===== config.mk =====
export PLATFORM = sky130hd
export DESIGN_NAME = matmul_ctrl
export DESIGN_NICKNAME = d
export VERILOG_FILES = /design/src/rtl/matmul_ctrl.sv
export SDC_FILE = /design/constraint.sdc
export NUM_CORES = 1
export LEC_CHECK = 0
export ABC_AREA = 1
export CAP_MARGIN = 20
export CORE_ASPECT_RATIO = 0.7
export CORE_MARGIN = 2
export CORE_UTILIZATION = 51
export DETAILED_ROUTE_END_ITERATION = 16
export GPL_ROUTABILITY_DRIVEN = 0
export HOLD_SLACK_MARGIN = 0.08
export PLACE_DENSITY = 0.69
export SYNTH_ARGS = -nofsm -noshare
export SYNTH_HDL_FRONTEND = slang
export SYNTH_SLANG_ARGS = --single-unit
export TNS_END_PERCENT = 10

===== constraint.sdc =====
create_clock -name clk -period 12.93 [get_ports clk]
set_input_delay 3.879 -clock clk [delete_from_list [all_inputs] [get_ports clk]]
set_output_delay 3.879 -clock clk [all_outputs]
set_load 0.01 [all_outputs]

===== src/rtl/matmul_ctrl.sv =====
// matmul_ctrl - sequencing controller for a MAC-based matrix multiplier.
//
// Computes C = A x B with A (d0 x d1) and B (d1 x d2), both row-major.
// For each result element (i,j), in row-major order, it:
//   - clears the accumulator,
//   - streams d1 A/B buffer reads,
//   - waits for the final accumulate,
//   - pulses a result write.
// Addresses come from base registers and incrementers only.
//
// Ports:
//   clk                 rising-edge clock
//   rst                 asynchronous active-low reset
//   start               begin a multiplication (honoured only in IDLE)
//   d0, d1, d2          matrix dimensions, sampled on the accepted start cycle
//   loaddim             datapath dimension-register load strobe
//   init0reg            accumulator clear
//   ldreg               accumulator load enable (abufread delayed one cycle)
//   abufread, bbufread  A/B buffer read enables
//   aadr, badr          A/B read addresses (i*d1+k, k*d2+j)
//   res_we, res_adr     result write enable / address (i*d2+j)
//   busy                high in every state except IDLE
//   done                one-cycle completion pulse
//   err                 dimensions exceed the address space; sticky until next start
//
// All outputs are registered. Strobes are decoded from the next state, so
// they line up with the state register. The address width m must not
// exceed n.
module matmul_ctrl #(
  parameter int unsigned n = 8,
  parameter int unsigned m = 4
) (
  input  logic         clk,
  input  logic         rst,
  input  logic         start,
  input  logic [n-1:0] d0,
  input  logic [n-1:0] d1,
  input  logic [n-1:0] d2,
  output logic         loaddim,
  output logic         init0reg,
  output logic         ldreg,
  output logic         abufread,
  output logic         bbufread,
  output logic [m-1:0] aadr,
  output logic [m-1:0] badr,
  output logic         res_we,
  output logic [m-1:0] res_adr,
  output logic         busy,
  output logic         done,
  output logic         err
);

  typedef enum logic [2:0] {
    S_IDLE    = 3'd0,
    S_LOADDIM = 3'd1,
    S_CHECK   = 3'd2,
    S_CLEAR   = 3'd3,
    S_MAC     = 3'd4,
    S_DRAIN   = 3'd5,
    S_WRITE   = 3'd6,
    S_DONE    = 3'd7
  } state_e;

  // Largest legal product of two dimensions: the full m-bit address space.
  localparam logic [2*n-1:0] ADDR_SPACE = {{(2*n-1){1'b0}}, 1'b1} << m;
  localparam logic [n:0]     ONE_W      = {{n{1'b0}}, 1'b1};
  localparam logic [n-1:0]   ONE_N      = {{(n-1){1'b0}}, 1'b1};
  localparam logic [m-1:0]   ONE_M      = {{(m-1){1'b0}}, 1'b1};

  state_e         state_q, state_d;
  logic [n-1:0]   d0_q, d1_q, d2_q;
  logic [n-1:0]   i_q, j_q, k_q;
  logic [m-1:0]   abase_q;
  logic [m-1:0]   aadr_q, badr_q, res_adr_q;
  logic           err_q;

  logic           loaddim_q, init0reg_q, ldreg_q, abufread_q, bbufread_q;
  logic           res_we_q, busy_q, done_q;
  logic           loaddim_d, init0reg_d, abufread_d, bbufread_d;
  logic           res_we_d, busy_d, done_d;

  logic [2*n-1:0] p01_s, p12_s, p02_s;
  logic           ovf_s, zero_s, last_k_s, more_col_s, more_row_s;
  logic [m-1:0]   d1_m_s, d2_m_s;

  // The products only feed the range check; addresses never use a multiplier.
  assign p01_s      = {{n{1'b0}}, d0_q} * {{n{1'b0}}, d1_q};
  assign p12_s      = {{n{1'b0}}, d1_q} * {{n{1'b0}}, d2_q};
  assign p02_s      = {{n{1'b0}}, d0_q} * {{n{1'b0}}, d2_q};
  assign ovf_s      = (p01_s > ADDR_SPACE) || (p12_s > ADDR_SPACE) || (p02_s > ADDR_SPACE);
  assign zero_s     = (d0_q == {n{1'b0}}) || (d2_q == {n{1'b0}});
  // Compare in n+1 bits so that "x == d-1" / "x < d-1" never wrap.
  assign last_k_s   = (({1'b0, k_q} + ONE_W) == {1'b0, d1_q});
  assign more_col_s = (({1'b0, j_q} + ONE_W) <  {1'b0, d2_q});
  assign more_row_s = (({1'b0, i_q} + ONE_W) <  {1'b0, d0_q});
  assign d1_m_s     = d1_q[m-1:0];
  assign d2_m_s     = d2_q[m-1:0];

  // State register.
  always_ff @(posedge clk or negedge rst) begin
    if (!rst) begin
      state_q <= S_IDLE;
    end else begin
      state_q <= state_d;
    end
  end

  // Next-state logic.
  always_comb begin
    state_d = state_q;
    case (state_q)
      S_IDLE: begin
        if (start) state_d = S_LOADDIM;
        else       state_d = S_IDLE;
      end
      S_LOADDIM: state_d = S_CHECK;
      S_CHECK: begin
        if (ovf_s || zero_s) state_d = S_DONE;
        else                 state_d = S_CLEAR;
      end
      S_CLEAR: begin
        if (d1_q == {n{1'b0}}) state_d = S_WRITE;
        else                   state_d = S_MAC;
      end
      S_MAC: begin
        if (last_k_s) state_d = S_DRAIN;
        else          state_d = S_MAC;
      end
      S_DRAIN: state_d = S_WRITE;
      S_WRITE: begin
        if (more_col_s || more_row_s) state_d = S_CLEAR;
        else                          state_d = S_DONE;
      end
      S_DONE:  state_d = S_IDLE;
      default: state_d = S_IDLE;
    endcase
  end

  // Output decode from the next state, registered below to align with state_q.
  always_comb begin
    loaddim_d  = 1'b0;
    init0reg_d = 1'b0;
    abufread_d = 1'b0;
    bbufread_d = 1'b0;
    res_we_d   = 1'b0;
    done_d     = 1'b0;
    busy_d     = (state_d != S_IDLE);
    case (state_d)
      S_LOADDIM: loaddim_d  = 1'b1;
      S_CLEAR:   init0reg_d = 1'b1;
      S_MAC: begin
        abufread_d = 1'b1;
        bbufread_d = 1'b1;
      end
      S_WRITE:   res_we_d   = 1'b1;
      S_DONE:    done_d     = 1'b1;
      default:   loaddim_d  = 1'b0;
    endcase
  end

  // Output strobe registers; ldreg trails abufread by the buffer read latency.
  always_ff @(posedge clk or negedge rst) begin
    if (!rst) begin
      loaddim_q  <= 1'b0;
      init0reg_q <= 1'b0;
      ldreg_q    <= 1'b0;
      abufread_q <= 1'b0;
      bbufread_q <= 1'b0;
      res_we_q   <= 1'b0;
      busy_q     <= 1'b0;
      done_q     <= 1'b0;
    end else begin
      loaddim_q  <= loaddim_d;
      init0reg_q <= init0reg_d;
      ldreg_q    <= abufread_q;
      abufread_q <= abufread_d;
      bbufread_q <= bbufread_d;
      res_we_q   <= res_we_d;
      busy_q     <= busy_d;
      done_q     <= done_d;
    end
  end

  // Dimension, loop-counter, base and address registers.
  always_ff @(posedge clk or negedge rst) begin
    if (!rst) begin
      d0_q      <= {n{1'b0}};
      d1_q      <= {n{1'b0}};
      d2_q      <= {n{1'b0}};
      i_q       <= {n{1'b0}};
      j_q       <= {n{1'b0}};
      k_q       <= {n{1'b0}};
      abase_q   <= {m{1'b0}};
      aadr_q    <= {m{1'b0}};
      badr_q    <= {m{1'b0}};
      res_adr_q <= {m{1'b0}};
      err_q     <= 1'b0;
    end else begin
      case (state_q)
        S_IDLE: begin
          // Clearing everything here makes CHECK start from element (0,0)
          // and keeps all address outputs at zero until the first CLEAR.
          if (start) begin
            d0_q      <= d0;
            d1_q      <= d1;
            d2_q      <= d2;
            i_q       <= {n{1'b0}};
            j_q       <= {n{1'b0}};
            k_q       <= {n{1'b0}};
            abase_q   <= {m{1'b0}};
            aadr_q    <= {m{1'b0}};
            badr_q    <= {m{1'b0}};
            res_adr_q <= {m{1'b0}};
            err_q     <= 1'b0;
          end
        end
        S_CHECK: begin
          if (ovf_s) err_q <= 1'b1;
        end
        S_MAC: begin
          aadr_q <= aadr_q + ONE_M;
          badr_q <= badr_q + d2_m_s;
          k_q    <= k_q + ONE_N;
        end
        S_WRITE: begin
          // Preload the next element's start addresses so CLEAR already shows them.
          res_adr_q <= res_adr_q + ONE_M;
          k_q       <= {n{1'b0}};
          if (more_col_s) begin
            j_q    <= j_q + ONE_N;
            aadr_q <= abase_q;
            badr_q <= j_q[m-1:0] + ONE_M;
          end else if (more_row_s) begin
            j_q     <= {n{1'b0}};
            i_q     <= i_q + ONE_N;
            abase_q <= abase_q + d1_m_s;
            aadr_q  <= abase_q + d1_m_s;
            badr_q  <= {m{1'b0}};
          end
        end
        default: begin
          err_q <= err_q;
        end
      endcase
    end
  end

  assign loaddim  = loaddim_q;
  assign init0reg = init0reg_q;
  assign ldreg    = ldreg_q;
  assign abufread = abufread_q;
  assign bbufread = bbufread_q;
  assign aadr     = aadr_q;
  assign badr     = badr_q;
  assign res_we   = res_we_q;
  assign res_adr  = res_adr_q;
  assign busy     = busy_q;
  assign done     = done_q;
  assign err      = err_q;

endmodule


==> impl_metrics.tcl <==
set metrics [dict create \
    outcome "finished clean" \
    required_ps 13180 \
    crit_type "input pin to flop" \
    drive_gt1_share_pct 4.33 \
    die_height_um 129 \
    cts_tree "built" \
    worstReg2RegEnd "done$_DFF_PN0_" \
    syn_nets 1900 \
    slowest_stage "inv_1" \
    critical_path_arrival_ps 5850 \
    area_growth_pct 8.15 \
    hold_path_class "flop to flop" \
    vias_per_cell 5.03 \
    cts_setup_buffers 0 \
    drc 0 \
    diodes 0 \
    setup_tns_ps 0 \
    cts_root_buf "clkbuf_16" \
    clk_pin_slew_ps 50 \
    synth_area_sq_um 11400 \
    grt_max_degree 76 \
    drt_iter0_markers 761 \
    yosysWarnings 0 \
    coreArea_sq_um 21800 \
    mostFrequentLayoutCell "nand2_1" \
    finalHoldViolations 0 \
    die_w_um 183 \
    grtUsageTotal_pct 23.7 \
    instances_no_fill 1922 \
    post_cts_resized 0 \
    ios 48 \
    clk_latency_ps 340 \
    crit_fanout 31 \
    rows 45 \
    ant_nets 0 \
    grt_pass1_wl_um 45000 \
    via_count 9666 \
    hold_path_depth 0 \
    whs_endpoint "ldreg$_DFF_PN0_" \
    ys_seq_elements 75 \
    r2r-start "d1_q[3]$_DFFE_PN0P_" \
    drv_slew 0 \
    ys_seq_area_share_pct 16.5 \
    crit_path_end_kind "flop" \
    place.port_buffers 47 \
    utilization_pct 56.6 \
    dieArea_sq_um 23600 \
    cts_hold_buf 0 \
    synthCells 1630 \
    setup_viol 0 \
    cts_sinks 75 \
    fin_crit_sh_pct 43.3 \
    rsz0062_at_grt "false" \
    drt-total-wl_um 26700 \
    path_cells "clkdlybuf4s50_1 -> nand3_1 -> inv_1 -> buf_16 -> nand2_1 -> o21ai_0" \
    start_kind "input pin" \
    antenna_found_initial 0 \
    synth.distinct_cells 43 \
    skew_ps 6.82 \
    start_util_pct 52.3 \
    max_stage_delay_ps 580 \
    max_freq_mhz 179 \
    cts_max_level 3 \
    post-route-worst-setup-slack_ps 7330 \
    fin_crit_ps 5600 \
    final_cell_mix "493 x nand2_1, 428 x inv_1, 133 x ha_1" \
    dpl.hpwl_um 20900 \
    nets 1906 \
    first_global_vias 9151 \
    dp_slack_ps 6640 \
    maxCapViolCount 0 \
    numCtsBuffers 9 \
    avgSynthCellArea_sq_um 6.99 \
    dp.cells 1906 \
    drt_pass1_iterations 5 \
    slew_headroom_pct 35.1 \
    clk_path_buf_depth 2 \
    min-delay-start "bbufread$_DFF_PN0_" \
    tightestPinTransition_ps 974 \
    grt_overflow 0 \
    wl_per_cell_um 13.9 \
    rrSetupSlack_ps 7400 \
    ff2ff_path_depth 23 \
]
## per-layer routing
metal / part of all wire (%) / vias to the layer above / track usage [%]
li1: - / 4844 / -
met1: 51 / 4582 / 36.3
met2: 43 / 227 / 36.1
met3: 5.4 / 13 / 3.68
met4: 0.50 / 0 / 3.27
met5: 0 / - / 0
## kinds of logic after synthesis
| family | synth area share [%] |
|---|---|
| AOI/OAI and AO/OA | 6.50 |
| xor gates and xnor gates | 2.23 |
| adders and majority gates | 33.9 |
| buffers and inverters | 16.5 |
| DFF | 16.5 |
| and+or+nand+nor | 24.3 |
## critical path: cells and delay by family
family / cells / cell delay [ps]
buffers and inverters: 3 / 1270
and+or+nand+nor: 2 / 620
AOI/OAI and AO/OA: 1 / 80
## cells in the mapped netlist (all sizes together)
cell      n  area (sq um)
buf      21           118
a21oi    34           181
o221ai    1          8.76
dfrtp    75          1880
nor2     63           257
xor2     19           166
nand4    10          62.6
a31o      1          8.76
a21boi    1          7.51
a211oi    2          15.0
o22ai     5          31.3
o21ai    62           359
xnor2    10          87.6
a32oi     1          8.76
or2       2          12.5
a31oi     7          43.8
a21o      3          22.5
nand3b    9          80.1
and3      1          6.26
o21bai    2          15.0
ha      133          1660
nand3    62           333
nor3      7          35.0
o211ai    4          30.0
fa      110          2200
nor4      4          25.0
inv     433          1630
a22o      1          8.76
nand2   509          1960
clkbuf   38           143
## final cells by class
type / count / area, sq um
fill: 2128 / 9470
clock inverter: 2 / 35.0
timing repair buffer: 54 / 541
sequential: 75 / 1880
clock buffer: 13 / 260
multi-input combinational: 1063 / 7630
inverter: 433 / 1630
tap: 282 / 353
## how the worst max path moves through the flow
stage | start | to
2_1_floorplan | d1_q[1]$_DFFE_PN0P_ | busy$_DFF_PN0_
4_1_cts | start | d0_q[5]$_DFFE_PN0P_
5_1_grt | d1_q[2]$_DFFE_PN0P_ | init0reg$_DFF_PN0_
3_5_place_dp | start | d2_q[4]$_DFFE_PN0P_
6_report | start | d0_q[6]$_DFFE_PN0P_
3_3_place_gp | start | d2_q[6]$_DFFE_PN0P_
## sequential cells by signal (all words and copies together) (netlist names), 3 cells and up
signal,cells
d1_q,8
d2_q,8
state_q,3
d0_q,8
res_adr,4
i_q,8
badr,4
j_q,8
k_q,8
abase_q,4
aadr,4
## per-stage QoR
step	cell area [sq um]	hold slack, ps
after detailed placement	12000	389
after CTS	12300	401
final	12300	401
after global placement	12000	393
after global routing	12300	415
after floorplan	11400	436
Power is left out: the tool's default activity adds up to more than one toggle a clock period on the data nets, which glitch-free logic cannot reach.
